### config.mk
export PLATFORM = sky130hd
export DESIGN_NAME = lsu_memdados_flat
export DESIGN_NICKNAME = d
export VERILOG_FILES = /design/src/rtl/lsu_pkg.sv /design/src/rtl/lsu_memdados_if.sv /design/src/rtl/lsu_byte_lane.sv /design/src/rtl/lsu_memdados.sv /design/src/flat_wrapper.sv
export SDC_FILE = /design/constraint.sdc
export NUM_CORES = 1
export LEC_CHECK = 0
export BUFFER_PORTS_ARGS = -buffer_cell sky130_fd_sc_hd__buf_2
export CORE_MARGIN = 1
export CORE_UTILIZATION = 50
export CTS_CLUSTER_DIAMETER = 100
export DETAILED_ROUTE_END_ITERATION = 8
export PLACE_DENSITY_LB_ADDON = 0.25
export SLEW_MARGIN = 20
export SYNTH_ARGS = -nofsm -noshare
export SYNTH_HDL_FRONTEND = slang
export SYNTH_SLANG_ARGS = --single-unit
export TNS_END_PERCENT = 100
### constraint.sdc
create_clock -name clk -period 7.45 [get_ports clk]
set_input_delay 0.3725 -clock clk [delete_from_list [all_inputs] [get_ports clk]]
set_output_delay 0.3725 -clock clk [all_outputs]
set_load 0.005 [all_outputs]
### src/rtl/lsu_pkg.sv
// ---------------------------------------------------------------------------
// lsu_pkg
// Shared definitions for the lsu_memdados load/store unit:
//   - DATA_W            : data and address width
//   - MEM_WORDS_DEFAULT : default number of words in the data memory
//   - SZ_BYTE/SZ_HALF/SZ_WORD/SZ_ILLEGAL : req_size encodings
//   - lsu_state_e       : controller FSM state encoding
// Ports: none (package).
// Configuration macro honoured by the users of this package: LSU_SUBWORD_EN
// ---------------------------------------------------------------------------
package lsu_pkg;

  localparam int DATA_W            = 32;
  localparam int MEM_WORDS_DEFAULT = 64;

  localparam logic [1:0] SZ_BYTE    = 2'b00;
  localparam logic [1:0] SZ_HALF    = 2'b01;
  localparam logic [1:0] SZ_WORD    = 2'b10;
  localparam logic [1:0] SZ_ILLEGAL = 2'b11;

  typedef enum logic [1:0] {
    IDLE  = 2'b00,
    READ  = 2'b01,
    WRITE = 2'b10,
    RESP  = 2'b11
  } lsu_state_e;

endpackage

### src/rtl/lsu_memdados_if.sv
// ---------------------------------------------------------------------------
// lsu_memdados_if
// Bundles the request/response handshake towards the datapath and the word
// port towards the data memory.
//   Request : req_valid, req_ready, req_write, req_size, req_unsigned,
//             req_addr, req_wdata
//   Response: resp_valid, resp_rdata, resp_err
//   Memory  : mem_read, mem_write, mem_posicao, mem_dados, mem_saida
// Modports:
//   slave  - the load/store unit
//   master - the environment (datapath driver plus data memory)
// ---------------------------------------------------------------------------
interface lsu_memdados_if;
  import lsu_pkg::*;

  logic              req_valid;
  logic              req_ready;
  logic              req_write;
  logic [1:0]        req_size;
  logic              req_unsigned;
  logic [DATA_W-1:0] req_addr;
  logic [DATA_W-1:0] req_wdata;

  logic              resp_valid;
  logic [DATA_W-1:0] resp_rdata;
  logic              resp_err;

  logic              mem_read;
  logic              mem_write;
  logic [DATA_W-1:0] mem_posicao;
  logic [DATA_W-1:0] mem_dados;
  logic [DATA_W-1:0] mem_saida;

  modport slave (
    input  req_valid, req_write, req_size, req_unsigned, req_addr, req_wdata,
    input  mem_saida,
    output req_ready, resp_valid, resp_rdata, resp_err,
    output mem_read, mem_write, mem_posicao, mem_dados
  );

  modport master (
    output req_valid, req_write, req_size, req_unsigned, req_addr, req_wdata,
    output mem_saida,
    input  req_ready, resp_valid, resp_rdata, resp_err,
    input  mem_read, mem_write, mem_posicao, mem_dados
  );

endinterface

### src/rtl/lsu_byte_lane.sv
// ---------------------------------------------------------------------------
// lsu_byte_lane
// Purely combinational lane logic for sub-word accesses (little-endian).
// Ports:
//   size_i       in  2   access size (SZ_BYTE / SZ_HALF / SZ_WORD)
//   offs_i       in  2   byte offset inside the word (addr[1:0])
//   unsigned_i   in  1   zero-extend loads instead of sign-extending
//   load_word_i  in  32  word read from memory, source for load extraction
//   old_word_i   in  32  previously captured word, base for the store merge
//   store_data_i in  32  right-aligned store data
//   merged_o     out 32  old word with the addressed lane(s) replaced
//   load_data_o  out 32  extracted and extended load data
// Only instantiated when LSU_SUBWORD_EN is defined.
// ---------------------------------------------------------------------------
module lsu_byte_lane
  import lsu_pkg::*;
(
  input  logic [1:0]        size_i,
  input  logic [1:0]        offs_i,
  input  logic              unsigned_i,
  input  logic [DATA_W-1:0] load_word_i,
  input  logic [DATA_W-1:0] old_word_i,
  input  logic [DATA_W-1:0] store_data_i,
  output logic [DATA_W-1:0] merged_o,
  output logic [DATA_W-1:0] load_data_o
);

  logic [7:0]  byte_sel;
  logic [15:0] half_sel;

  // Store merge: start from the old word and overwrite only the addressed lane.
  always_comb begin
    merged_o = old_word_i;
    case (size_i)
      SZ_BYTE: begin
        case (offs_i)
          2'd0:    merged_o[7:0]   = store_data_i[7:0];
          2'd1:    merged_o[15:8]  = store_data_i[7:0];
          2'd2:    merged_o[23:16] = store_data_i[7:0];
          default: merged_o[31:24] = store_data_i[7:0];
        endcase
      end
      SZ_HALF: begin
        if (offs_i[1]) merged_o[31:16] = store_data_i[15:0];
        else           merged_o[15:0]  = store_data_i[15:0];
      end
      default: merged_o = store_data_i;
    endcase
  end

  // Load extract: pick the lane by offset, then sign- or zero-extend.
  always_comb begin
    case (offs_i)
      2'd0:    byte_sel = load_word_i[7:0];
      2'd1:    byte_sel = load_word_i[15:8];
      2'd2:    byte_sel = load_word_i[23:16];
      default: byte_sel = load_word_i[31:24];
    endcase
    half_sel = offs_i[1] ? load_word_i[31:16] : load_word_i[15:0];
    case (size_i)
      SZ_BYTE: load_data_o = {{24{byte_sel[7] & ~unsigned_i}}, byte_sel};
      SZ_HALF: load_data_o = {{16{half_sel[15] & ~unsigned_i}}, half_sel};
      default: load_data_o = load_word_i;
    endcase
  end

endmodule

### src/rtl/lsu_memdados.sv
// ---------------------------------------------------------------------------
// lsu_memdados
// Load/store unit between the datapath and a word-organised data memory
// (combinational read, write on the clock edge). Accepts one byte-addressed
// request at a time, converts it to word-indexed accesses, performs sub-word
// stores as read-modify-write, and returns a one-cycle response.
// Ports:
//   clk    in  1   clock, rising edge
//   reset  in  1   asynchronous, active-high reset
//   bus    slave modport of lsu_memdados_if (request, response, memory port)
// Parameters:
//   MEM_WORDS  number of memory words; word indices at or above are rejected
// Configuration macro: LSU_SUBWORD_EN
//   defined   - byte and half accesses supported (READ->WRITE merge path)
//   undefined - only word accesses; any other size answers with resp_err
// ---------------------------------------------------------------------------
module lsu_memdados
  import lsu_pkg::*;
#(
  parameter int MEM_WORDS = MEM_WORDS_DEFAULT
)
(
  input  logic           clk,
  input  logic           reset,
  lsu_memdados_if.slave  bus
);

  lsu_state_e        state_q, state_d;
  logic              write_q, write_d;
  logic [DATA_W-1:0] posicao_q, posicao_d;
  logic [DATA_W-1:0] wdata_q, wdata_d;
  logic [DATA_W-1:0] resp_rdata_q, resp_rdata_d;
  logic              resp_err_q, resp_err_d;
  logic              acc_err;
  logic              idx_oob;
  logic [DATA_W-1:0] load_data;
  logic [DATA_W-1:0] store_word;

  // Word index is checked against the live request so the decision is
  // made in the accept cycle.
  assign idx_oob = (bus.req_addr >> 2) >= 32'(MEM_WORDS);

`ifdef LSU_SUBWORD_EN
  logic [1:0]        size_q, size_d;
  logic [1:0]        offs_q, offs_d;
  logic              unsigned_q, unsigned_d;
  logic [DATA_W-1:0] rdword_q, rdword_d;

  // Lane logic: extraction works on the live memory word during READ,
  // the merge works on the word captured at the end of READ.
  lsu_byte_lane u_lane (
    .size_i       (size_q),
    .offs_i       (offs_q),
    .unsigned_i   (unsigned_q),
    .load_word_i  (bus.mem_saida),
    .old_word_i   (rdword_q),
    .store_data_i (wdata_q),
    .merged_o     (store_word),
    .load_data_o  (load_data)
  );

  assign acc_err = (bus.req_size == SZ_ILLEGAL)
                 | ((bus.req_size == SZ_HALF) & bus.req_addr[0])
                 | ((bus.req_size == SZ_WORD) & (bus.req_addr[1:0] != 2'b00))
                 | idx_oob;
`else
  assign load_data  = bus.mem_saida;
  assign store_word = wdata_q;

  assign acc_err = (bus.req_size != SZ_WORD)
                 | (bus.req_addr[1:0] != 2'b00)
                 | idx_oob;
`endif

  // State and captured-request registers; async reset discards any request
  // in flight, which also drops the memory strobes immediately.
  always_ff @(posedge clk or posedge reset) begin
    if (reset) begin
      state_q      <= IDLE;
      write_q      <= 1'b0;
      posicao_q    <= '0;
      wdata_q      <= '0;
      resp_rdata_q <= '0;
      resp_err_q   <= 1'b0;
`ifdef LSU_SUBWORD_EN
      size_q       <= SZ_WORD;
      offs_q       <= 2'b00;
      unsigned_q   <= 1'b0;
      rdword_q     <= '0;
`endif
    end else begin
      state_q      <= state_d;
      write_q      <= write_d;
      posicao_q    <= posicao_d;
      wdata_q      <= wdata_d;
      resp_rdata_q <= resp_rdata_d;
      resp_err_q   <= resp_err_d;
`ifdef LSU_SUBWORD_EN
      size_q       <= size_d;
      offs_q       <= offs_d;
      unsigned_q   <= unsigned_d;
      rdword_q     <= rdword_d;
`endif
    end
  end

  // Next-state logic. Response registers only change when a response is
  // being prepared, so they hold between responses.
  always_comb begin
    state_d      = state_q;
    write_d      = write_q;
    posicao_d    = posicao_q;
    wdata_d      = wdata_q;
    resp_rdata_d = resp_rdata_q;
    resp_err_d   = resp_err_q;
`ifdef LSU_SUBWORD_EN
    size_d       = size_q;
    offs_d       = offs_q;
    unsigned_d   = unsigned_q;
    rdword_d     = rdword_q;
`endif
    case (state_q)
      IDLE: begin
        if (bus.req_valid) begin
          write_d   = bus.req_write;
          posicao_d = bus.req_addr >> 2;
          wdata_d   = bus.req_wdata;
`ifdef LSU_SUBWORD_EN
          size_d     = bus.req_size;
          offs_d     = bus.req_addr[1:0];
          unsigned_d = bus.req_unsigned;
`endif
          if (acc_err) begin
            state_d      = RESP;
            resp_err_d   = 1'b1;
            resp_rdata_d = '0;
          end else if (bus.req_write && (bus.req_size == SZ_WORD)) begin
            state_d = WRITE;
          end else begin
            // Loads and sub-word stores both need the current word first.
            state_d = READ;
          end
        end
      end
      READ: begin
`ifdef LSU_SUBWORD_EN
        rdword_d = bus.mem_saida;
        if (write_q) begin
          state_d = WRITE;
        end else begin
          state_d      = RESP;
          resp_rdata_d = load_data;
          resp_err_d   = 1'b0;
        end
`else
        state_d      = RESP;
        resp_rdata_d = load_data;
        resp_err_d   = 1'b0;
`endif
      end
      WRITE: begin
        state_d      = RESP;
        resp_rdata_d = '0;
        resp_err_d   = 1'b0;
      end
      RESP: begin
        state_d = IDLE;
      end
      default: begin
        state_d = IDLE;
      end
    endcase
  end

  // Outputs decoded from the state register; strobes are mutually exclusive.
  assign bus.req_ready   = (state_q == IDLE);
  assign bus.resp_valid  = (state_q == RESP);
  assign bus.resp_rdata  = resp_rdata_q;
  assign bus.resp_err    = resp_err_q;
  assign bus.mem_read    = (state_q == READ);
  assign bus.mem_write   = (state_q == WRITE);
  assign bus.mem_posicao = posicao_q;
  assign bus.mem_dados   = (state_q == WRITE) ? store_word : '0;

endmodule

### src/flat_wrapper.sv
// flat-port wrapper written by rule: the top's interface ports become plain ports
module lsu_memdados_flat import lsu_pkg::*;
#(
  parameter int MEM_WORDS = MEM_WORDS_DEFAULT
)
  (clk, reset, bus_req_valid, bus_req_write, bus_req_size, bus_req_unsigned, bus_req_addr, bus_req_wdata, bus_mem_saida, bus_req_ready, bus_resp_valid, bus_resp_rdata, bus_resp_err, bus_mem_read, bus_mem_write, bus_mem_posicao, bus_mem_dados);
  lsu_memdados_if bus_i ();
  input  logic clk;
  input  logic reset;
  input wire logic [$bits(bus_i.req_valid)-1:0] bus_req_valid;
  input wire logic [$bits(bus_i.req_write)-1:0] bus_req_write;
  input wire logic [$bits(bus_i.req_size)-1:0] bus_req_size;
  input wire logic [$bits(bus_i.req_unsigned)-1:0] bus_req_unsigned;
  input wire logic [$bits(bus_i.req_addr)-1:0] bus_req_addr;
  input wire logic [$bits(bus_i.req_wdata)-1:0] bus_req_wdata;
  input wire logic [$bits(bus_i.mem_saida)-1:0] bus_mem_saida;
  output wire logic [$bits(bus_i.req_ready)-1:0] bus_req_ready;
  output wire logic [$bits(bus_i.resp_valid)-1:0] bus_resp_valid;
  output wire logic [$bits(bus_i.resp_rdata)-1:0] bus_resp_rdata;
  output wire logic [$bits(bus_i.resp_err)-1:0] bus_resp_err;
  output wire logic [$bits(bus_i.mem_read)-1:0] bus_mem_read;
  output wire logic [$bits(bus_i.mem_write)-1:0] bus_mem_write;
  output wire logic [$bits(bus_i.mem_posicao)-1:0] bus_mem_posicao;
  output wire logic [$bits(bus_i.mem_dados)-1:0] bus_mem_dados;
  assign bus_i.req_valid = bus_req_valid;
  assign bus_i.req_write = bus_req_write;
  assign bus_i.req_size = bus_req_size;
  assign bus_i.req_unsigned = bus_req_unsigned;
  assign bus_i.req_addr = bus_req_addr;
  assign bus_i.req_wdata = bus_req_wdata;
  assign bus_i.mem_saida = bus_mem_saida;
  assign bus_req_ready = bus_i.req_ready;
  assign bus_resp_valid = bus_i.resp_valid;
  assign bus_resp_rdata = bus_i.resp_rdata;
  assign bus_resp_err = bus_i.resp_err;
  assign bus_mem_read = bus_i.mem_read;
  assign bus_mem_write = bus_i.mem_write;
  assign bus_mem_posicao = bus_i.mem_posicao;
  assign bus_mem_dados = bus_i.mem_dados;
  lsu_memdados #(.MEM_WORDS(MEM_WORDS)) u_core (.clk(clk), .reset(reset), .bus(bus_i));
endmodule
==> results of run 1 <==
==> logic make-up after synthesis <==
family | after synthesis | synth area share
AOI/OAI and AO/OA | 3 | 0.004166
adders and majority gates | 4 | 0.01190
buffers and inverters | 54 | 0.05712
DFF | 97 | 0.5772
muxes | 96 | 0.2470
other | 1 | 0.0008917
and+or+nand+nor | 82 | 0.1018
==> worst max-delay path by stage <==
| stage | startpoint | endpoint | slack (ns) | cells past startpoint |
|---|---|---|---|---|
| final | u_core.state_q[0] | u_core.bus.resp_rdata[18] | 5.12 | 6 |
| after detailed placement | u_core.state_q[0] | u_core.bus.resp_rdata[18] | 5.09 | 6 |
| after global placement | u_core.state_q[0] | u_core.bus.resp_rdata[31] | 5.18 | 6 |
| after global routing | u_core.state_q[0] | u_core.bus.resp_rdata[19] | 4.91 | 6 |
| after floorplan | reset | u_core.bus.mem_posicao[0] | 4.54 | 1 |
| after CTS | u_core.state_q[0] | u_core.bus.resp_rdata[18] | 5.06 | 6 |
==> cells in the mapped netlist (all sizes together) <==
library cell   n
and2          32
nor3b          1
o21ai          2
nor4b          1
conb           1
mux2i         34
nor3           2
dfrtp         97
nand2         36
nand4          2
nor2b          2
nor2           1
nor4           5
o21a           1
mux2          62
inv           36
ha             4
buf            6
clkbuf        12
==> per-layer routing <==
metal,part of all wire,routed length [µm],GRT usage,vias to the layer above
li1,-,-,-,1486
met1,0.40,3558,0.2505,1486
met2,0.50,4482,0.3625,116
met3,0.064,566,0.04288,22
met4,0.030,269,0.1013,0
met5,0,0,0,-
==> layout by cell type (no fill, tap or decap) <==
cell	synthesis	final
nand4_1	2	2
clkinv_2	0	1
o21ai_0	2	2
buf_2	0	200
nor2b_1	2	2
nor4b_2	1	1
clkbuf_1	12	2
nor3b_1	1	1
nand2_1	36	35
o21a_2	0	1
mux2i_1	34	34
and2_1	32	32
dfrtp_1	97	97
clkbuf_8	0	9
buf_4	2	3
bufinv_16	0	2
nand2_2	0	1
nor2_1	1	1
inv_4	0	1
ha_1	4	4
mux2_2	62	62
nor4_1	5	5
inv_1	36	35
conb_1	1	2
clkinvlp_4	0	2
nor3_1	2	2
==> sequential cells by signal (all words and copies together), names as in the netlist <==
signal,count
u_core.bus.resp_rdata,32
u_core.store_word,32
u_core.state_q,2
u_core.bus.mem_posicao,30
u_core.bus.resp_err,1
==> stage by stage <==
stage	instance area, µm²	worst slack (ns)
2_1_floorplan	4209	4.544
3_3_place_gp	5265	5.181
3_5_place_dp	5265	5.094
4_1_cts	5477	5.064
5_1_grt	5477	4.912
6_report	5477	5.116
==> worst reg2reg max path: stages, from the launching register on <==
cell	delay, ns
dfrtp_1	0.40
inv_1	0.08
ha_1	0.28
nor4b_2	0.19
nand4_1	0.16
o21a_2	0.82
mux2i_1	0.33
==> power by group through the flow <==
stage | Clock [µW] | Sequential, µW | Combinational [µW]
floorplan | 0 | 928 | 566
global placement | 0 | 910 | 904
detailed placement | 0 | 924 | 932
CTS | 375 | 916 | 933
global route | 391 | 953 | 1020
finish | 362 | 914 | 917
==> final cells by class <==
class	instances	area [µm²]
clock buffers	11	131.4
flip-flops and latches	97	2427
clock inverters	5	80.08
multi-input cells	187	1545
fillers	685	2699
well taps	105	131.4
repair buffers	203	1023
inverters	36	137.6
==> results.md, run 1 <==
| Quantity | Reported |
|:---|:---|
| Std-Cell Rows | 33 |
| Ordered cell list for the critical path | inv_1 > ha_1 > nor4b_2 > nand4_1 > o21a_2 > mux2i_1 |
| Core area | 0.008175 mm² |
| Reported max-cap violation count | 0 |
| Per-instance average area after synthesis | 12.48 µm² |
| Detail Route Antenna Nets | 0 |
| Initial drt markers | 65 |
| Sum of internal, switching and leakage power | 2193 µW |
| Clock Root Buffer | clkbuf_8 |
| Bufs and invs on worst path | 1 |
| Routed via count divided by cell count | 4.829 |
| Number of buffers inserted by post-CTS setup repair | 0 |
| NumNets Final | 641 |
| First drt pass iteration count | 4 |
| Final Wtd Congestion | 0.7073 |
| Die Wd | 93.71 µm |
| Int Power | 1479 µW |
| Initial cell density of the core | 0.5144 |
| Final Core Density | 0.6699 |
| Grt total ovfl | 0 |
| Post-detailed-placement half-perimeter wirelength | 6522 µm |
| RSZ-0062 raised after global routing | false |
| TritonCTS clock tree | yes |
| Most area-hungry cell type in the Yosys netlist | dfrtp_1 |
| Gates resized, CTS repair | 0 |
| Maximum net fanout on the critical path | 33 |
| CP max-delay cell | o21a_2 |
| Dominant cells by area after synthesis | dfrtp_1 58%, mux2_2 17%, mux2i_1 8.1% |
| Maximum single-stage delay on the critical path | 0.82 ns |
| Number of warning messages in the yosys log | 0 |
| Wire length of the first global-routing pass | 14,350 µm |
| Clock network fraction of design power | 0.165 |
| Data arrival time of the worst path | 2.59 ns |
| Layout cells sized above 1 | 0.5250 |
| Internal reg-to-reg setup slack | 5.12 ns |
| Final cycle utilization of the critical path | 0.3133 |
| Netlist area before placement | 0.004205 mm² |
| CP endpoint kind | flop |
| Leakage power summed over all cells | 0.002958 µW |
| Initial antenna violation count | 0 |
| Vias in the first global route | 3,165 |
| Required @ worst endpoint | 7.71 ns |
| Wire length after detailed routing | 8878 µm |
| Clock latency on the worst-skew pair | 0.35 ns |
| Distinct cell type count of the synthesized netlist | 20 |
| Reg-to-reg critical path startpoint | u_core.state_q[0] |
| Synth-to-Final Area Change | 30.23% |
| H-tree level count | 3 |
| Post-CTS Hold Fix Bufs | 0 |
| Number of cell instances on the worst register-to-register path | 6 |
| Count of boundary I/O pins | 204 |
| Remaining DRCs | 0 |
| Number of standard cells in the layout, taps in and fillers out | 644 |
| Switching Power | 714.5 µW |
| Worst Max-Slew Pin Slew | 1.020 ns |
| Slew Limit Headroom | 0.3202 |
| Number of placed cells counting well taps | 628 |
| Clock slew at reported path FFs | 0.09 ns |
| Seq cells post-synth | 97 |
| Area of the die | 0.008782 mm² |
| Kind of start point of the critical path | flop |
| Worst hold-check path type | input pin to asynchronous set/reset pin |
| Power share of the combinational group | 0.418 |
| Combined global-route utilization of all metal layers | 0.2104 |
| Inserted Clock Buffers | 9 |
| Max Freq | 428.5 MHz |
| Sinks on the clock net | 97 |
| Family with the most delay on the worst path | compound AO/OA/AOI/OAI gates |
| Total negative setup slack | 0 ns |
| Hold violation total from the final report | 0 |
| Count of pins over their slew limit | 0 |
| Final worst clock skew | 0.008945 ns |
| Antenna cells | 0 |
| Switching part of the total power | 0.3258 |
| DIE HEIGHT | 93.71 µm |
| Number of instances in the synthesized netlist | 337 |
| Crit path time final | 2.334 ns |
| Via count | 3,110 |
| Outcome | completed |
| IR drop worst, VDD | 241.6 µV |
| Number of setup violations in the final report | 0 |
| Reg power frac | 0.417 |
| Top cell type's share of synthesized area | 0.5772 |
| Sequential cell area fraction in the yosys report | 0.5772 |
| Category of the most critical setup path | flop to flop |
| Clock Path Buffers | 2 |
| IO buf count | 200 |
| FF-to-FF End | u_core.bus.resp_rdata[18] |
| Average wire per standard cell | 13.79 µm |
| Pwr/cell area | 400.5 mW/mm² |
| Largest net degree at the start of global routing | 63 |
| Hold Slack | 0.03031 ns |
(Power assumes the default switching activity.)
==> run 2, diff against run 1 <==
- CORE_UTILIZATION: 50 -> 42
- clock period: 7.45 -> 1.94 ns (I/O delays scaled with it)
==> run 2 against run 1 <==
  * First-iteration DRC count decreased by 28%
  * Sequential power rose to 3.9 times the previous value
  * Power rose to 4.1 times the previous value
  * Sequential cell count unchanged
  * Largest cell class unchanged
  * Largest power group unchanged
==> results.md, run 2 (synthesized netlist as in run 1, its figures left out) <==
| Quantity | Reported |
|:---|:---|
| Commonest non-fill, non-tap cells in the layout | 200 x buf_2, 97 x dfrtp_1, 95 x dlygate4sd3_1 |
| Total negative setup slack | 0 ns |
| Clock Path Buffers | 2 |
| Max Freq | 555.6 MHz |
| Clock latency on the worst-skew pair | 0.36 ns |
| Wire length of the first global-routing pass | 16,870 µm |
| Maximum single-stage delay on the critical path | 0.58 ns |
| Cell area after placement | 0.005386 mm² |
| DIE HEIGHT | 102.1 µm |
| First drt pass iteration count | 4 |
| Setup slack after layout | 0.1401 ns |
| Leakage power summed over all cells | 0.003392 µW |
| Clock slew at reported path FFs | 0.10 ns |
| TritonCTS clock tree | yes |
| Die Wd | 102.1 µm |
| Kind of start point of the critical path | flop |
| Initial antenna violation count | 0 |
| Via count | 3,474 |
| Outcome | completed |
| Data arrival time of the worst path | 1.70 ns |
| Number of setup violations in the final report | 0 |
| Worst Setup Slack post-DPL | 0.07128 ns |
| CP max-delay cell | ha_2 |
| Count of boundary I/O pins | 204 |
| H-tree level count | 3 |
| Reg-to-reg critical path startpoint | u_core.state_q[1] |
| Ordered cell list for the critical path | inv_2 > ha_2 > buf_2 |
| Pwr/cell area | 1349 mW/mm² |
| Remaining DRCs | 0 |
| Combined global-route utilization of all metal layers | 0.2122 |
| Core area | 0.009729 mm² |
| Sinks on the clock net | 97 |
| Area of the die | 0.01042 mm² |
| Category of the most critical setup path | flop to output pin |
| Final worst clock skew | 0.008897 ns |
| Worst hold-check path type | input pin to flop |
| Hold violation total from the final report | 0 |
| Routed via count divided by cell count | 4.512 |
| Worst Max-Slew Pin Slew | 0.6115 ns |
| Layout cells sized above 1 | 0.4584 |
| Reported max-cap violation count | 0 |
| CP endpoint kind | output pin |
| Launch point of the worst path | u_core.state_q[1] |
| Most frequent standard cell in the layout excluding fill and tap cells | buf_2 |
| Crit path time final | 1.800 ns |
| Finished layout cell area | 0.006584 mm² |
| Grt total ovfl | 0 |
| Vias in the first global route | 3,564 |
| Post-detailed-placement half-perimeter wirelength | 6730 µm |
| IR drop worst, VDD | 908.0 µV |
| Std-Cell Rows | 36 |
| Initial cell density of the core | 0.4322 |
| Start point of the worst hold path | bus_req_valid |
| Inserted Clock Buffers | 9 |
| Final Wtd Congestion | 0.7556 |
| Synth-to-Final Area Change | 56.56% |
| Largest net degree at the start of global routing | 98 |
| Clock Root Buffer | clkbuf_8 |
| Required @ worst endpoint | 1.84 ns |
| Initial drt markers | 47 |
| Count of pins over their slew limit | 0 |
| RSZ-0062 raised after global routing | false |
| NumNets Final | 739 |
| Average wire per standard cell | 14.05 µm |
| Maximum net fanout on the critical path | 33 |
| IO buf count | 200 |
| Slew Limit Headroom | 0.5923 |
| Antenna cells | 0 |
| Wire length after detailed routing | 10,820 µm |
| Detail Route Antenna Nets | 0 |
| Final cycle utilization of the critical path | 0.9278 |
-- run 2: final cells by class --
class                           instances  area (µm²)
Clock inverter                          6       91.34
Inverter                               36       138.9
Tap cell                              133       166.4
Timing Repair Buffer                  301        2059
Clock buffer                           10       137.6
Multi-Input combinational cell        187        1563
Fill cell                             749        3146
Sequential cell                        97        2427
-- run 2: path summary, 6_finish.rpt --
path	to	slack, ns	depth (start not counted)
worst max-delay path	bus_mem_read	0.14	3
worst min-delay path	u_core.state_q[0]	0.08	4
worst max register to register	u_core.bus.resp_rdata[7]	0.16	7
worst min register to register	u_core.store_word[7]	0.51	1
max in group asynchronous	u_core.bus.resp_rdata[23]	1.11	4
min in group asynchronous	u_core.bus.resp_rdata[3]	0.46	4
-- run 2: report_power, final --
| part | total [µW] | internal, µW | switching [µW] |
|---|---|---|---|
| clock | 1470 | 763 | 705 |
| combinational | 3880 | 2160 | 1720 |
| sequential | 3530 | 3040 | 490 |
| total | 8880 | 5970 | 2920 |
-- run 2: critical path: cells and delay by family, from the launching register on --
| family | cells | cell delay [ns] |
|---|---|---|
| adder cells (fa/ha/maj) | 1 | 0.58 |
| flip-flops | 1 | 0.43 |
| buffers and inverters | 2 | 0.33 |
-- run 2: timing repair --
action | CTS | global route
resized for setup | 2 | 3
endpoints found under the hold margin | 191 | 0
setup buffers | 0 | 0
setup endpoints to repair | 34 | 33
pin swaps | 0 | 0
hold buffers | 95 | 0
-- run 2: per-layer routing --
layer / share of wire / GRT usage / vias to the layer above
li1: - / - / 1680
met1: 0.40 / 0.2413 / 1648
met4: 0.025 / 0.1033 / 0
met2: 0.52 / 0.3815 / 123
met3: 0.053 / 0.04104 / 23
met5: 0 / 0 / -
-- run 2: per-stage QoR --
stage	cells	hold WS, ns	util	total power, µW
after CTS	770	0.06680	0.6754	8910
after global placement	659	0.2883	0.5536	7105
after floorplan	338	0.2428	-	5735
after detailed placement	659	0.2999	0.5536	7267
after global routing	770	0.1170	0.6767	9560
final	770	0.07837	0.6767	8885
